## src/rtl/train_sequencer_if.sv

```systemverilog
// Bundle between the host/memories/MAC array and the training loop sequencer.
// Ports: host config (start, num_samples, num_epochs), write-back ready, read/write strobes, status.
interface train_sequencer_if #(
   parameter int logNumCycle = 3,
   parameter int SampleW     = 16
);
   logic                   start;
   logic [SampleW-1:0]     num_samples;
   logic [7:0]             num_epochs;
   logic                   upd_ready;
   logic                   rd_en;
   logic [logNumCycle-1:0] rd_chunk;
   logic                   sel;
   logic [SampleW-1:0]     sample_idx;
   logic                   grad_valid;
   logic                   wr_en;
   logic [logNumCycle-1:0] wr_chunk;
   logic                   busy;
   logic                   done;

   modport slave (
      input  start, num_samples, num_epochs, upd_ready,
      output rd_en, rd_chunk, sel, sample_idx, grad_valid,
      output wr_en, wr_chunk, busy, done
   );

   modport master (
      output start, num_samples, num_epochs, upd_ready,
      input  rd_en, rd_chunk, sel, sample_idx, grad_valid,
      input  wr_en, wr_chunk, busy, done
   );
endinterface

```

## src/rtl/train_sequencer.sv

```systemverilog
// Epoch/sample loop sequencer: chunk reads, pipe drain, gradient flag, weight write-back.
// Ports: clk, rst (async, active-high), bus (slave side of train_sequencer_if); all outputs registered.
module train_sequencer #(
   parameter int logNumCycle = 3,
   parameter int NumCycle    = 8,
   parameter int PipeLat     = 4,
   parameter int SampleW     = 16
) (
   input  logic               clk,
   input  logic               rst,
   train_sequencer_if.slave   bus
);
   localparam int DW = $clog2(PipeLat + 1);
   localparam logic [logNumCycle-1:0] LAST  = logNumCycle'(NumCycle - 1);
   localparam logic [DW-1:0]          DLAST = DW'(PipeLat - 1);

   typedef enum logic [2:0] {
      S_IDLE, S_FETCH, S_DRAIN, S_UPDATE, S_NEXT
   } state_t;

   state_t                 state_q, state_d;
   logic [logNumCycle-1:0] rdc_q, rdc_d;
   logic [logNumCycle-1:0] wrc_q, wrc_d;
   logic [DW-1:0]          drn_q, drn_d;
   logic [SampleW-1:0]     smp_q, smp_d;
   logic [SampleW-1:0]     ns_q, ns_d;
   logic [7:0]             ep_q, ep_d;
   logic [7:0]             ne_q, ne_d;
   logic                   rd_q, rd_d;
   logic                   sel_q, sel_d;
   logic                   gv_q, gv_d;
   logic                   wr_q, wr_d;
   logic                   busy_q, busy_d;
   logic                   done_q, done_d;

   always_comb begin
      state_d = state_q;
      rdc_d   = rdc_q;
      wrc_d   = wrc_q;
      drn_d   = drn_q;
      smp_d   = smp_q;
      ns_d    = ns_q;
      ep_d    = ep_q;
      ne_d    = ne_q;
      rd_d    = 1'b0;
      sel_d   = sel_q;
      gv_d    = 1'b0;
      wr_d    = 1'b0;
      done_d  = 1'b0;
      unique case (state_q)
         S_IDLE: begin
            if (bus.start) begin
               ns_d  = bus.num_samples;
               ne_d  = bus.num_epochs;
               smp_d = '0;
               ep_d  = '0;
               if (bus.num_samples == '0 || bus.num_epochs == '0) begin
                  done_d = 1'b1;
               end else begin
                  state_d = S_FETCH;
                  rd_d    = 1'b1;
                  rdc_d   = '0;
                  sel_d   = 1'b0;
               end
            end
         end
         S_FETCH: begin
            sel_d = 1'b1;
            if (rdc_q == LAST) begin
               state_d = S_DRAIN;
               drn_d   = '0;
               // single-cycle drain flags the gradient immediately
               gv_d    = (PipeLat == 1);
            end else begin
               rd_d  = 1'b1;
               rdc_d = rdc_q + 1'b1;
            end
         end
         S_DRAIN: begin
            if (drn_q == DLAST) begin
               state_d = S_UPDATE;
               wr_d    = 1'b1;
               wrc_d   = '0;
            end else begin
               drn_d = drn_q + 1'b1;
               gv_d  = (drn_q + 1'b1 == DLAST);
            end
         end
         S_UPDATE: begin
            wr_d = 1'b1;
            if (bus.upd_ready) begin
               if (wrc_q == LAST) begin
                  state_d = S_NEXT;
                  wr_d    = 1'b0;
               end else begin
                  wrc_d = wrc_q + 1'b1;
               end
            end
         end
         S_NEXT: begin
            if (smp_q != ns_q - 1'b1) begin
               smp_d   = smp_q + 1'b1;
               state_d = S_FETCH;
            end else if (ep_q != ne_q - 1'b1) begin
               ep_d    = ep_q + 1'b1;
               smp_d   = '0;
               state_d = S_FETCH;
            end else begin
               state_d = S_IDLE;
               done_d  = 1'b1;
            end
            if (state_d == S_FETCH) begin
               rd_d  = 1'b1;
               rdc_d = '0;
               sel_d = 1'b0;
            end
         end
         default: state_d = S_IDLE;
      endcase
      busy_d = (state_d != S_IDLE);
   end

   always_ff @(posedge clk or posedge rst) begin
      if (rst) begin
         state_q <= S_IDLE;
         rdc_q   <= '0;
         wrc_q   <= '0;
         drn_q   <= '0;
         smp_q   <= '0;
         ns_q    <= '0;
         ep_q    <= '0;
         ne_q    <= '0;
         rd_q    <= 1'b0;
         sel_q   <= 1'b0;
         gv_q    <= 1'b0;
         wr_q    <= 1'b0;
         busy_q  <= 1'b0;
         done_q  <= 1'b0;
      end else begin
         state_q <= state_d;
         rdc_q   <= rdc_d;
         wrc_q   <= wrc_d;
         drn_q   <= drn_d;
         smp_q   <= smp_d;
         ns_q    <= ns_d;
         ep_q    <= ep_d;
         ne_q    <= ne_d;
         rd_q    <= rd_d;
         sel_q   <= sel_d;
         gv_q    <= gv_d;
         wr_q    <= wr_d;
         busy_q  <= busy_d;
         done_q  <= done_d;
      end
   end

   assign bus.rd_en      = rd_q;
   assign bus.rd_chunk   = rdc_q;
   assign bus.sel        = sel_q;
   assign bus.sample_idx = smp_q;
   assign bus.grad_valid = gv_q;
   assign bus.wr_en      = wr_q;
   assign bus.wr_chunk   = wrc_q;
   assign bus.busy       = busy_q;
   assign bus.done       = done_q;
endmodule

```

## src/flat_wrapper.sv

```systemverilog
// flat-port wrapper written by rule: the top's interface ports become plain ports
module train_sequencer_flat 
#(
   parameter int logNumCycle = 3,
   parameter int NumCycle    = 8,
   parameter int PipeLat     = 4,
   parameter int SampleW     = 16
)
  (clk, rst, bus_start, bus_num_samples, bus_num_epochs, bus_upd_ready, bus_rd_en, bus_rd_chunk, bus_sel, bus_sample_idx, bus_grad_valid, bus_wr_en, bus_wr_chunk, bus_busy, bus_done);
  train_sequencer_if #(.logNumCycle(logNumCycle), .SampleW(SampleW)) bus_i ();
  input  logic clk;
  input  logic rst;
  input wire logic [$bits(bus_i.start)-1:0] bus_start;
  input wire logic [$bits(bus_i.num_samples)-1:0] bus_num_samples;
  input wire logic [$bits(bus_i.num_epochs)-1:0] bus_num_epochs;
  input wire logic [$bits(bus_i.upd_ready)-1:0] bus_upd_ready;
  output wire logic [$bits(bus_i.rd_en)-1:0] bus_rd_en;
  output wire logic [$bits(bus_i.rd_chunk)-1:0] bus_rd_chunk;
  output wire logic [$bits(bus_i.sel)-1:0] bus_sel;
  output wire logic [$bits(bus_i.sample_idx)-1:0] bus_sample_idx;
  output wire logic [$bits(bus_i.grad_valid)-1:0] bus_grad_valid;
  output wire logic [$bits(bus_i.wr_en)-1:0] bus_wr_en;
  output wire logic [$bits(bus_i.wr_chunk)-1:0] bus_wr_chunk;
  output wire logic [$bits(bus_i.busy)-1:0] bus_busy;
  output wire logic [$bits(bus_i.done)-1:0] bus_done;
  assign bus_i.start = bus_start;
  assign bus_i.num_samples = bus_num_samples;
  assign bus_i.num_epochs = bus_num_epochs;
  assign bus_i.upd_ready = bus_upd_ready;
  assign bus_rd_en = bus_i.rd_en;
  assign bus_rd_chunk = bus_i.rd_chunk;
  assign bus_sel = bus_i.sel;
  assign bus_sample_idx = bus_i.sample_idx;
  assign bus_grad_valid = bus_i.grad_valid;
  assign bus_wr_en = bus_i.wr_en;
  assign bus_wr_chunk = bus_i.wr_chunk;
  assign bus_busy = bus_i.busy;
  assign bus_done = bus_i.done;
  train_sequencer #(.logNumCycle(logNumCycle), .NumCycle(NumCycle), .PipeLat(PipeLat), .SampleW(SampleW)) u_core (.clk(clk), .rst(rst), .bus(bus_i));
endmodule
```

## config.mk

```make
export PLATFORM = sky130hd
export DESIGN_NAME = train_sequencer_flat
export DESIGN_NICKNAME = d
export VERILOG_FILES = /design/src/rtl/train_sequencer_if.sv /design/src/rtl/train_sequencer.sv /design/src/flat_wrapper.sv
export SDC_FILE = /design/constraint.sdc
export NUM_CORES = 1
export LEC_CHECK = 0
export ABC_CLOCK_PERIOD_IN_PS = 4040
export BUFFER_PORTS_ARGS = -buffer_cell sky130_fd_sc_hd__buf_4
export CORE_MARGIN = 2
export CORE_UTILIZATION = 60
export CTS_BUF_LIST = sky130_fd_sc_hd__clkbuf_4 sky130_fd_sc_hd__clkbuf_8
export CTS_CLUSTER_DIAMETER = 150
export DETAILED_ROUTE_END_ITERATION = 12
export HOLD_SLACK_MARGIN = 0.02
export PLACE_DENSITY = 0.83
export SYNTH_ARGS = -nofsm -noshare
export SYNTH_HDL_FRONTEND = slang
export SYNTH_SLANG_ARGS = --single-unit
```

## constraint.sdc

```tcl
create_clock -name clk -period 4.04 [get_ports clk]
set_input_delay 0.202 -clock clk [delete_from_list [all_inputs] [get_ports clk]]
set_output_delay 0.202 -clock clk [all_outputs]
set_load 0.03 [all_outputs]
```

==> results of run 1 <==
[cells by family (layout without fill, tap and decap cells)]
family | count (synthesis) | after routing | synth area share (%)
xor gates and xnor gates | 27 | 27 | 6.18
adders and majority gates | 11 | 11 | 3.38
muxes | 9 | 9 | 2.31
buffers and inverters | 38 | 93 | 4.15
DFF | 66 | 66 | 40.6
and+or+nand+nor | 221 | 221 | 28.2
AOI/OAI and AO/OA | 98 | 98 | 15.1
[registers in the layout, indices dropped and copies added, names as in the netlist]
register	cells
u_core.state_q	3
u_core.bus.sample_idx	16
u_core.bus.busy	1
u_core.ns_q	16
u_core.ne_q	8
u_core.bus.wr_chunk	3
u_core.bus.sel	1
u_core.bus.rd_en	1
u_core.bus.grad_valid	1
u_core.bus.rd_chunk	3
u_core.bus.done	1
u_core.drn_q	3
u_core.bus.wr_en	1
u_core.ep_q	8
[placed cells by master (no fill, tap or decap), drive strengths merged, types with 7 or more instances in the layout]
cell / instances
and3: 9
nor4: 13
xnor2: 16
nor2: 25
a21oi: 14
clkbuf: 10
nand2: 89
nand4: 10
o21ai: 42
a31oi: 11
xor2: 10
or3: 8
dfrtp: 66
nor3: 15
nand3: 12
nor2b: 9
nand2b: 7
buf: 57
inv: 21
ha: 11
[path summary, 6_finish.rpt]
kind / to / cells past startpoint
hold reg to reg: u_core.drn_q[2]$_DFFE_PP0P_ / 2
max in group asynchronous: u_core.bus.rd_chunk[2]$_DFFE_PP0P_ / 3
min in group clk: u_core.ne_q[6]$_DFFE_PP0P_ / 3
setup / recovery: u_core.ep_q[7]$_DFFE_PP0P_ / 10
setup reg to reg: u_core.ep_q[7]$_DFFE_PP0P_ / 10
hold / removal: u_core.bus.sample_idx[0]$_DFFE_PP0P_ / 2
[critical path, cell delays in order, from the launching register on]
cell,delay [ps]
dfrtp_1,450
inv_1,100
ha_1,240
nor3b_2,490
a21boi_0,210
o32ai_1,310
a31oi_1,90
nor4b_2,430
a21oi_2,390
or3_1,490
mux2i_1,130
[cell type report]
type,instances,share of cell area (%)
inverter,20,1.58
multi-input combinational,366,47.4
tap,80,2.11
clock inverter,6,2.40
sequential,66,34.8
clock buffer,10,2.77
timing repair buffer,57,9.01
[Yosys cell counts (2+ instances only)]
master	instances	area share (%)
o21ai_0	42	5.2
nand3_1	12	1.5
nand4b_1	2	0.43
nor4_1	10	1.5
mux2_2	3	0.83
o21bai_1	3	0.55
mux2i_1	6	1.5
nor3_1	15	1.8
buf_6	3	0.83
clkbuf_1	12	1.1
nor2_1	25	2.3
inv_1	20	1.8
and4_1	2	0.43
nor2b_1	9	1.4
o21a_1	2	0.37
xor2_1	10	2.2
nor4b_1	2	0.43
buf_2	3	0.37
dfrtp_1	66	41
a21boi_0	2	0.37
a22o_1	6	1.3
or2_2	4	0.62
a21o_1	3	0.55
or3_1	8	1.2
a21oi_1	13	1.6
and2_1	3	0.46
nand4_1	10	1.5
a31oi_1	10	1.5
and3_1	9	1.4
a41o_1	2	0.49
nand2b_1	7	1.1
ha_1	11	3.4
o211ai_1	3	0.55
or4_1	3	0.55
and3b_1	2	0.43
xnor2_1	16	3.4
nor4_4	2	1.0
nand2_1	89	8.2
[power by group through the flow]
stage	combinational [mW]	sequential, mW	clock (mW)
finish	1.60	1.28	0.697
global route	1.79	1.32	0.733
CTS	1.60	1.28	0.699
detailed placement	1.59	1.29	0
global placement	1.54	1.28	0
floorplan	1.09	1.33	0
[metal layers]
| layer | GRT usage (%) | up-vias |
|---|---|---|
| met4 | 8.66 | 0 |
| met5 | 0 | - |
| met3 | 5.24 | 17 |
| met1 | 36.1 | 1793 |
| li1 | - | 1771 |
| met2 | 47.2 | 157 |
[through the flow]
stage / utilization [%] / cells / instance area (sq um)
2_1_floorplan: - / 470 / 4070
3_3_place_gp: 67.4 / 589 / 4510
3_5_place_dp: 67.4 / 589 / 4510
4_1_cts: 71.1 / 605 / 4750
5_1_grt: 71.1 / 605 / 4750
6_report: 71.1 / 605 / 4750
==> metrics.md, run 1 <==
| Metric | Value |
|---|---|
| Final Hold Vio Count | 0 |
| Most used flip-flop cell after synthesis | dfrtp_1 |
| I/O pins | 56 |
| Min-delay worst type | in2async |
| Pre-CTS setup slack | 664 ps |
| Initial antenna violation count | 0 |
| Final Worst Setup Slack | 581 ps |
| Area of the multi-input gates | 2250 sq um |
| First-pass GRT wire length | roughly 17000 microns |
| Top routing layer in use | met4 |
| Syn Area/Cell | between 8 and 9 sq um |
| Post-synthesis cell type count | 58 |
| Post-DP HPWL | 6970 microns |
| Initial DRC Count | 199 |
| Vias in the first global route | 3536 |
| Worst-Margin Slew | 1190 ps |
| Reg2Reg Setup Slack | 580 ps |
| Setup CP Type | reg2reg |
| CTS Buffer Depth | 2 |
| Worst Setup End Kind | flip-flop |
| Cell row count | 30 |
| Required time of the critical path | 4270 ps |
| Worst relative slew slack | 20.6% |
| Congestion Overflow GR | 0 |
| Drt pass-1 iters | 7 |
| Worst Skew | 11.6 ps |
| Routed wire length per instance | 16.3 microns |
| Syn Inst Count | 470 |
| Final period util | between 80% and 90% |
| Min cycle time layout | ~3500 ps |
| FF/Latch Area | 1650 sq um |
| Die area | 7450 sq um |
| Crit path max fanout | 31 |
| Metal2 WL | about 4900 microns |
| Register area share after synthesis | 40.6% |
| Largest net degree at the start of global routing | 41 |
| Max Slew Vio Count | 0 |
| Antenna Cells | 0 |
| Clock power frac | 19.5% |
| RSZ-0062 raised after global routing | no |
| Starting density of the core | a little over 60% |
| Clock slew at reported path FFs | 80 ps |
| Syn_nets | 509 |
| Outcome | complete, no violations |
| CTS Sinks | 66 |
| Lkg Pwr | ~2.2 nW |
| Setup tns final | 0 ps |
| Drc violations | 0 |
| Via count | 3738 |
| Post-cts sizing count | 0 |
| Antenna Nets Post-Route | 0 |
| Worst skew pair latency | 350 ps |
| Yosys reg bits | 66 |
| Post-synth ARST share | 100% |
| Post-CTS Setup Repair Bufs | 0 |
| Layout cells sized above 1 | around 17% |
| Number of vias per cell | 6.18 |
| Die width | 86.3 microns |
| CTS root buffer | clkbuf_8 |
| Peak VDD IR | 0.472 mV |
| Switching pwr | 1.57 mW |
| Fill count | 532 |
| Mapped cell area | 4070 sq um |
| Fmax | 289 MHz |
| Synthesis-to-layout area growth | 16.8% |
| Max-cap viol count | 0 |
| Core area | 6680 sq um |
| RR Startpoint | u_core.ns_q[0]$_DFFE_PP0P_ |
| Setup-failing EPs final | 0 |
| M1 WL | 4140 microns |
| WHS | 17.9 ps |
| WL met3 | 643 microns |
| NumNets Final | between 500 and 600 |
| Cts bufs inserted | 9 |
| Die Height | between 80 and 90 microns |
| PortBufs | 55 |
| Startpoint type of the worst setup path | flip-flop |
| Max H-tree Level | 3 |
| Power Internal | 2.01 mW |
| Comb pwr share | 44.7% |
| Cts hold-fix bufs | 0 |
| Post-route total power | 3.58 mW |
| RePlAce Congestion | 0.957 |
| Routed Wire Length | 9830 microns |
| Sw Share | 43.9% |
| CTS tree | built |
| EDFF count, synth | 0 |
| Synth warn | 0 |
| Pwr/cell area | 754 nW/um^2 |
| CP startpoint | u_core.ns_q[0]$_DFFE_PP0P_ |
| GR Util All Layers | 27.8% |
| Share of power burned in registers | 35.8% |
| Crit path arrival time | 3690 ps |
No activity file was read; power rests on OpenSTA's default activity.
==> run 2: changes to the inputs <==
Settings changed: PLACE_DENSITY 0.83 to 0.87.
==> run 2 against run 1 <==
  * Power shrank 3.3%
  * Flip-flop and latch count is the same
  * Critical path depth is the same
  * Largest power group unchanged
==> metrics.md, run 2 (synthesized netlist as in run 1, its figures left out) <==
| Metric | Value |
|---|---|
| DP Area | 4510 sq um (unchanged) |
| CTS Sinks | 66 (unchanged) |
| Min cycle time layout | 3430 ps (-31.5 ps) |
| Area of the multi-input gates | 2250 sq um (unchanged) |
| Cts bufs inserted | 9 (unchanged) |
| Clock slew at reported path FFs | 80 ps (about the same) |
| Min-delay worst type | in2async |
| Peak VDD IR | 0.423 mV (-10%) |
| Crit path arrival time | 3700 ps (about the same) |
| FF/Latch Area | 1650 sq um (unchanged) |
| Largest net degree at the start of global routing | 42 (+2.4%) |
| Vias in the first global route | 3556 (+0.57%) |
| GR Util All Layers | 28.1% (+0.25 points) |
| Max H-tree Level | 3 (unchanged) |
| Setup-failing EPs final | 0 (unchanged) |
| Layout cells sized above 1 | 17.3% (unchanged) |
| Worst skew pair latency | 350 ps (about the same) |
| RR Startpoint | u_core.ns_q[0]$_DFFE_PP0P_ |
| Routed wire length per instance | 16.3 microns (+0.22%) |
| Setup CP Type | reg2reg |
| Drt pass-1 iters | 6 (-1) |
| Fmax | 292 MHz (+0.92%) |
| Cell chain of the critical path | inv_1 -> ha_1 -> nor3b_2 -> a21boi_0 -> o21bai_1 -> a31oi_1 -> nor4b_2 -> a21oi_2 -> o21ai_0 -> a21oi_1 |
| Metal2 WL | 4910 microns (+0.49%) |
| Synthesis-to-layout area growth | 15.6% |
| Fin area | 4700 sq um (-1.1%) |
| Max-cap viol count | 0 (unchanged) |
| Required time of the critical path | 4310 ps (+40 ps) |
| Via count | 3733 (-0.13%) |
| Top routing layer in use | met4 |
| Post-CTS Setup Repair Bufs | 0 (unchanged) |
| Cts hold-fix bufs | 0 (unchanged) |
| CP startpoint | u_core.ns_q[0]$_DFFE_PP0P_ |
| Worst path max stage delay | 910 ps (+420 ps) |
| Worst-Margin Slew | 1230 ps (+37.3 ps) |
| Post-DP HPWL | 7140 microns (+2.4%) |
| RePlAce Congestion | 0.959 (+0.14%) |
| Cell row count | 30 (unchanged) |
| Startpoint type of the worst setup path | flip-flop |
| Pwr/cell area | 737 nW/um^2 (-2.3%) |
| Number of vias per cell | 6.17 (-0.13%) |
| NumNets Final | 559 (unchanged) |
| CP max-delay cell | a21oi_2 |
| Final Hold Vio Count | 0 (unchanged) |
| Initial DRC Count | 214 (+7.5%) |
| Worst Setup End Kind | flip-flop |
| Antenna Cells | 0 (unchanged) |
| Routed Wire Length | 9850 microns (+0.22%) |
| CTS root buffer | clkbuf_8 |
| First-pass GRT wire length | 16600 microns (+0.63%) |
| Die Height | 86.3 microns (unchanged) |
| Lkg Pwr | 2.23 nW (-0.91%) |
| Crit path max fanout | 31 (unchanged) |
| I/O pins | 56 (unchanged) |
| Die width | 86.3 microns (unchanged) |
| Most common cell after layout, fill and taps aside | nand2_1 |
| Outcome | complete, no violations |
| CTS Buffer Depth | 2 (unchanged) |
| Final period util | 84.8% (-0.78 points) |
| Fill count | 505 (-5.1%) |
| CTS tree | built |
| Worst Skew | 7.87 ps (-3.69 ps) |
| Max Slew Vio Count | 0 (unchanged) |
| Core area | 6680 sq um (unchanged) |
| Setup tns final | 0 ps (unchanged) |
| Antenna Nets Post-Route | 0 (unchanged) |
| Worst relative slew slack | 18.2% (-2.5 points) |
| M1 WL | 4070 microns (-1.8%) |
| PortBufs | 55 (unchanged) |
| Die area | 7450 sq um (unchanged) |
| RSZ-0062 raised after global routing | no |
| Most frequent cells in the layout | nand2_1 (89), dfrtp_1 (66), buf_4 (57) |
| Starting density of the core | 60.9% (unchanged) |
| Post-cts sizing count | 0 (unchanged) |
| Drc violations | 0 (unchanged) |
| WL met3 | 557 microns (-13%) |
| Congestion Overflow GR | 0 (unchanged) |
| Initial antenna violation count | 0 (unchanged) |
-- run 2: area by class of cell --
type	count	share of cell area, %
clock buffers	11	2.96
clock inverters	5	1.17
inverters	20	1.60
multi-input cells	366	47.9
flip-flops and latches	66	35.1
well taps	80	2.13
repair buffers	57	9.11
-- run 2: path summary, 6_finish.rpt --
path	end	slack [ps]	cells past startpoint
max	u_core.ep_q[2]$_DFFE_PP0P_	610	10
min	u_core.bus.sample_idx[12]$_DFFE_PP0P_	30	2
max reg2reg	u_core.ep_q[2]$_DFFE_PP0P_	610	10
min reg2reg	u_core.drn_q[2]$_DFFE_PP0P_	500	2
max in group asynchronous	u_core.bus.done$_DFF_PP0_	3140	3
min in group clk	u_core.ne_q[4]$_DFFE_PP0P_	50	3
-- run 2: metal layers --
metal | track usage, % | vias up
met5 | 0 | -
met4 | 13.5 | 0
met3 | 4.57 | 27
met2 | 47.2 | 136
met1 | 35.3 | 1800
li1 | - | 1770
-- run 2: report_power, final --
group / total (mW) / switching, mW / internal, mW
logic: 1.61 / 0.924 / 0.689
clock network: 0.564 / 0.267 / 0.297
registers: 1.29 / 0.384 / 0.902
-- run 2: metrics by stage --
step / util [%] / instances / power [mW] / setup slack [ps] / hold WS, ps
2_1_floorplan: - / 470 / 2.42 / 1150 / 307
4_1_cts: 70.3 / 605 / 3.46 / 632 / 48.6
6_report: 70.3 / 605 / 3.46 / 612 / 32.0
5_1_grt: 70.3 / 605 / 3.72 / 214 / 66.9
3_5_place_dp: 67.4 / 589 / 2.88 / 662 / 406
3_3_place_gp: 67.4 / 589 / 2.81 / 826 / 404
-- run 2: worst max-delay path, delay by kind of cell, from the launching register on --
family / cells / cell delay [ps]
flops: 1 / 460
compound gates: 6 / 1980
simple gates: 2 / 560
fa+ha+maj: 1 / 230
buf+inv: 1 / 110
==> run 3: changes to the inputs <==
Settings changed: ABC_CLOCK_PERIOD_IN_PS 4040 to 3120, CORE_UTILIZATION 60 to 54, PLACE_DENSITY 0.87 to 0.83.
Clock period 4.04 ns to 3.12 ns, I/O delays scaled along.
==> run 3 against run 2 <==
  * Maximum frequency increased by 14%
  * Highest routed layer unchanged
  * Critical path type unchanged
  * Global-route usage decreased by 1.4 points
  * Cell area increased by 7.7%
==> metrics.md, run 3 (synthesized netlist as in run 1, its figures left out) <==
| Metric | Value |
|---|---|
| Outcome | complete, no violations |
| Worst Skew | 5.57 ps (-2.30 ps) |
| Layout cells sized above 1 | 20.1% (+2.7 points) |
| Drc violations | 0 (unchanged) |
| Cts bufs inserted | 9 (unchanged) |
| Required time of the critical path | 3340 ps (-970 ps) |
| CTS Buffer Depth | 2 (unchanged) |
| Fmax | 332 MHz (+14%) |
| CTS root buffer | clkbuf_8 |
| Max-cap viol count | 0 (unchanged) |
| Post-DP HPWL | 7370 microns (+3.3%) |
| Routed wire length per instance | 16.2 microns (-0.28%) |
| Sw Share | 46.1% (+0.66 points) |
| Synthesis-to-layout area growth | 24.4% |
| Final Non-Filler Cells | 657 (+8.6%) |
| Initial antenna violation count | 0 (unchanged) |
| Worst Setup End Kind | flip-flop |
| RSZ-0062 raised after global routing | no |
| WHS | 29.4 ps (-2.60 ps) |
| Share of power burned in registers | 36.8% (-0.3 points) |
| Cell chain of the critical path | inv_1 -> ha_4 -> or3b_4 -> a2111oi_1 -> nand3_1 -> nor4b_4 -> buf_4 -> a21oi_4 -> buf_2 -> buf_4 -> o21ai_0 -> a21oi_1 |
| Clock slew at reported path FFs | 70 ps (about the same) |
| Worst relative slew slack | 25.7% (+7.5 points) |
| Cell row count | 31 (+3.3%) |
| Placed Instances | 617 (+4.8%) |
| Die width | 90.8 microns (+5.2%) |
| PortBufs | 55 (unchanged) |
| Crit path max fanout | 7 (-77%) |
| Setup tns final | 0 ps (unchanged) |
| Via count | 3880 (+3.9%) |
| Die area | 8240 sq um (+11%) |
| Min cycle time layout | 3010 ps (-413 ps) |
| CTS tree | built |
| Initial DRC Count | 256 (+20%) |
| Antenna Cells | 0 (unchanged) |
| Fill count | 564 (+12%) |
| WP buf/inv | 4 (+3) |
| Max Slew Vio Count | 0 (unchanged) |
| Worst skew pair latency | 350 ps (about the same) |
| CP max-delay cell | dfrtp_2 |
| Routed Wire Length | 10700 microns (+8.3%) |
| Core area | 7250 sq um (+8.6%) |
| Final Core Density | 69.8% (-0.58 points) |
| Largest delay contributor family on the critical path | simple AND/OR/NAND/NOR gates |
| Largest net degree at the start of global routing | 53 (+26%) |
| Post-route total power | 4.56 mW (+32%) |
| Congestion Overflow GR | 0 (unchanged) |
| Vias in the first global route | 3860 (+8.5%) |
| Setup-failing EPs final | 0 (unchanged) |
| Drt pass-1 iters | 5 (-1) |
| I/O pins | 56 (unchanged) |
| Starting density of the core | 56.1% (-4.8 points) |
| CTS Sinks | 66 (unchanged) |
| Clock power frac | 14.3% (-2.0 points) |
| Final period util | 96.6% (+12 points) |
| Antenna Nets Post-Route | 0 (unchanged) |
| Most common cell after layout, fill and taps aside | nand2_1 |
| Final Hold Vio Count | 0 (unchanged) |
| Setup CP Type | reg2reg |
| Min-delay worst type | in2reg |
| Number of vias per cell | 5.91 (-4.3%) |
| Top cell by count, worst path | buf_4 |
| Die Height | 90.8 microns (+5.2%) |
| NumNets Final | 593 (+6.1%) |
| Max H-tree Level | 3 (unchanged) |
| Worst-Margin Slew | 1110 ps (-114 ps) |
| Switching pwr | 2.10 mW (+34%) |
| RePlAce Congestion | 0.914 (-4.6%) |
| Worst path max stage delay | 450 ps (-460 ps) |
| Comb pwr share | 49.0% (+2.4 points) |
| Peak VDD IR | 0.388 mV (-8.2%) |
| Startpoint type of the worst setup path | flip-flop |
| Most frequent cells in the layout | nand2_1 (88), buf_4 (70), dfrtp_1 (64) |
| Lkg Pwr | 2.38 nW (+7.0%) |
| GR Util All Layers | 26.6% (-1.4 points) |
| First-pass GRT wire length | 17800 microns (+7.1%) |
| Pwr/cell area | 901 nW/um^2 (+22%) |
| Power Internal | 2.45 mW (+30%) |
| Crit path arrival time | 3240 ps (-460 ps) |
run 3: metal layers:
metal	GRT usage [%]	wire [microns]	part of all wire [%]
met4	12.5	357	3.3
met3	4.84	624	5.8
met5	0	0	0
met1	32.4	4340	41
met2	45.8	5350	50
run 3: stage by stage:
stage                     setup WS [ps]  area [sq um]
after detailed placement           -112          4600
after global placement             76.4          4600
after floorplan                     226          4070
after global routing               2.62          5060
after CTS                          3.14          4990
final                               105          5060
run 3: worst min-delay path: stages:
cell	delay, ps
buf_4	80
nand2_1	40
nand2_1	60
run 3: power by group through the flow:
stage / combinational (mW) / clock, mW / sequential [mW]
after floorplan: 1.41 / 0 / 1.72
after global placement: 2.04 / 0 / 1.65
after detailed placement: 2.11 / 0 / 1.67
after CTS: 2.18 / 0.654 / 1.66
after global routing: 2.47 / 0.687 / 1.73
final: 2.23 / 0.649 / 1.68
run 3: repair_timing:
item / in CTS / in global routing
gates resized for setup: 6 / 8
hold buffers: 19 / 0
endpoints found under the setup margin: 28 / 31
gates cloned: 0 / 1
buffers inserted: 1 / 4
pin swaps: 2 / 3
hold endpoints to repair: 19 / 0
run 3: final cells by class:
cell class | count | area (sq um) | share of cell area [%]
clock buffer | 10 | 138 | 2.72
tap | 99 | 124 | 2.45
timing repair buffer | 90 | 721 | 14.2
clock inverter | 5 | 31.3 | 0.618
multi-input combinational | 367 | 2320 | 45.8
inverter | 20 | 75.1 | 1.48
sequential | 66 | 1650 | 32.7
run 3: final timing paths:
path	start	to	slack (ps)	cells past startpoint
max	u_core.ns_q[0]$_DFFE_PP0P_	u_core.ep_q[3]$_DFFE_PP0P_	110	12
min	bus_num_epochs[2]	u_core.ne_q[2]$_DFFE_PP0P_	30	3
max reg2reg	u_core.ns_q[0]$_DFFE_PP0P_	u_core.ep_q[3]$_DFFE_PP0P_	110	12
min reg2reg	u_core.drn_q[2]$_DFFE_PP0P_	u_core.drn_q[2]$_DFFE_PP0P_	490	2
max in group asynchronous	rst	u_core.ns_q[9]$_DFFE_PP0P_	2220	3
min in group asynchronous	rst	u_core.bus.busy$_DFF_PP0_	90	2
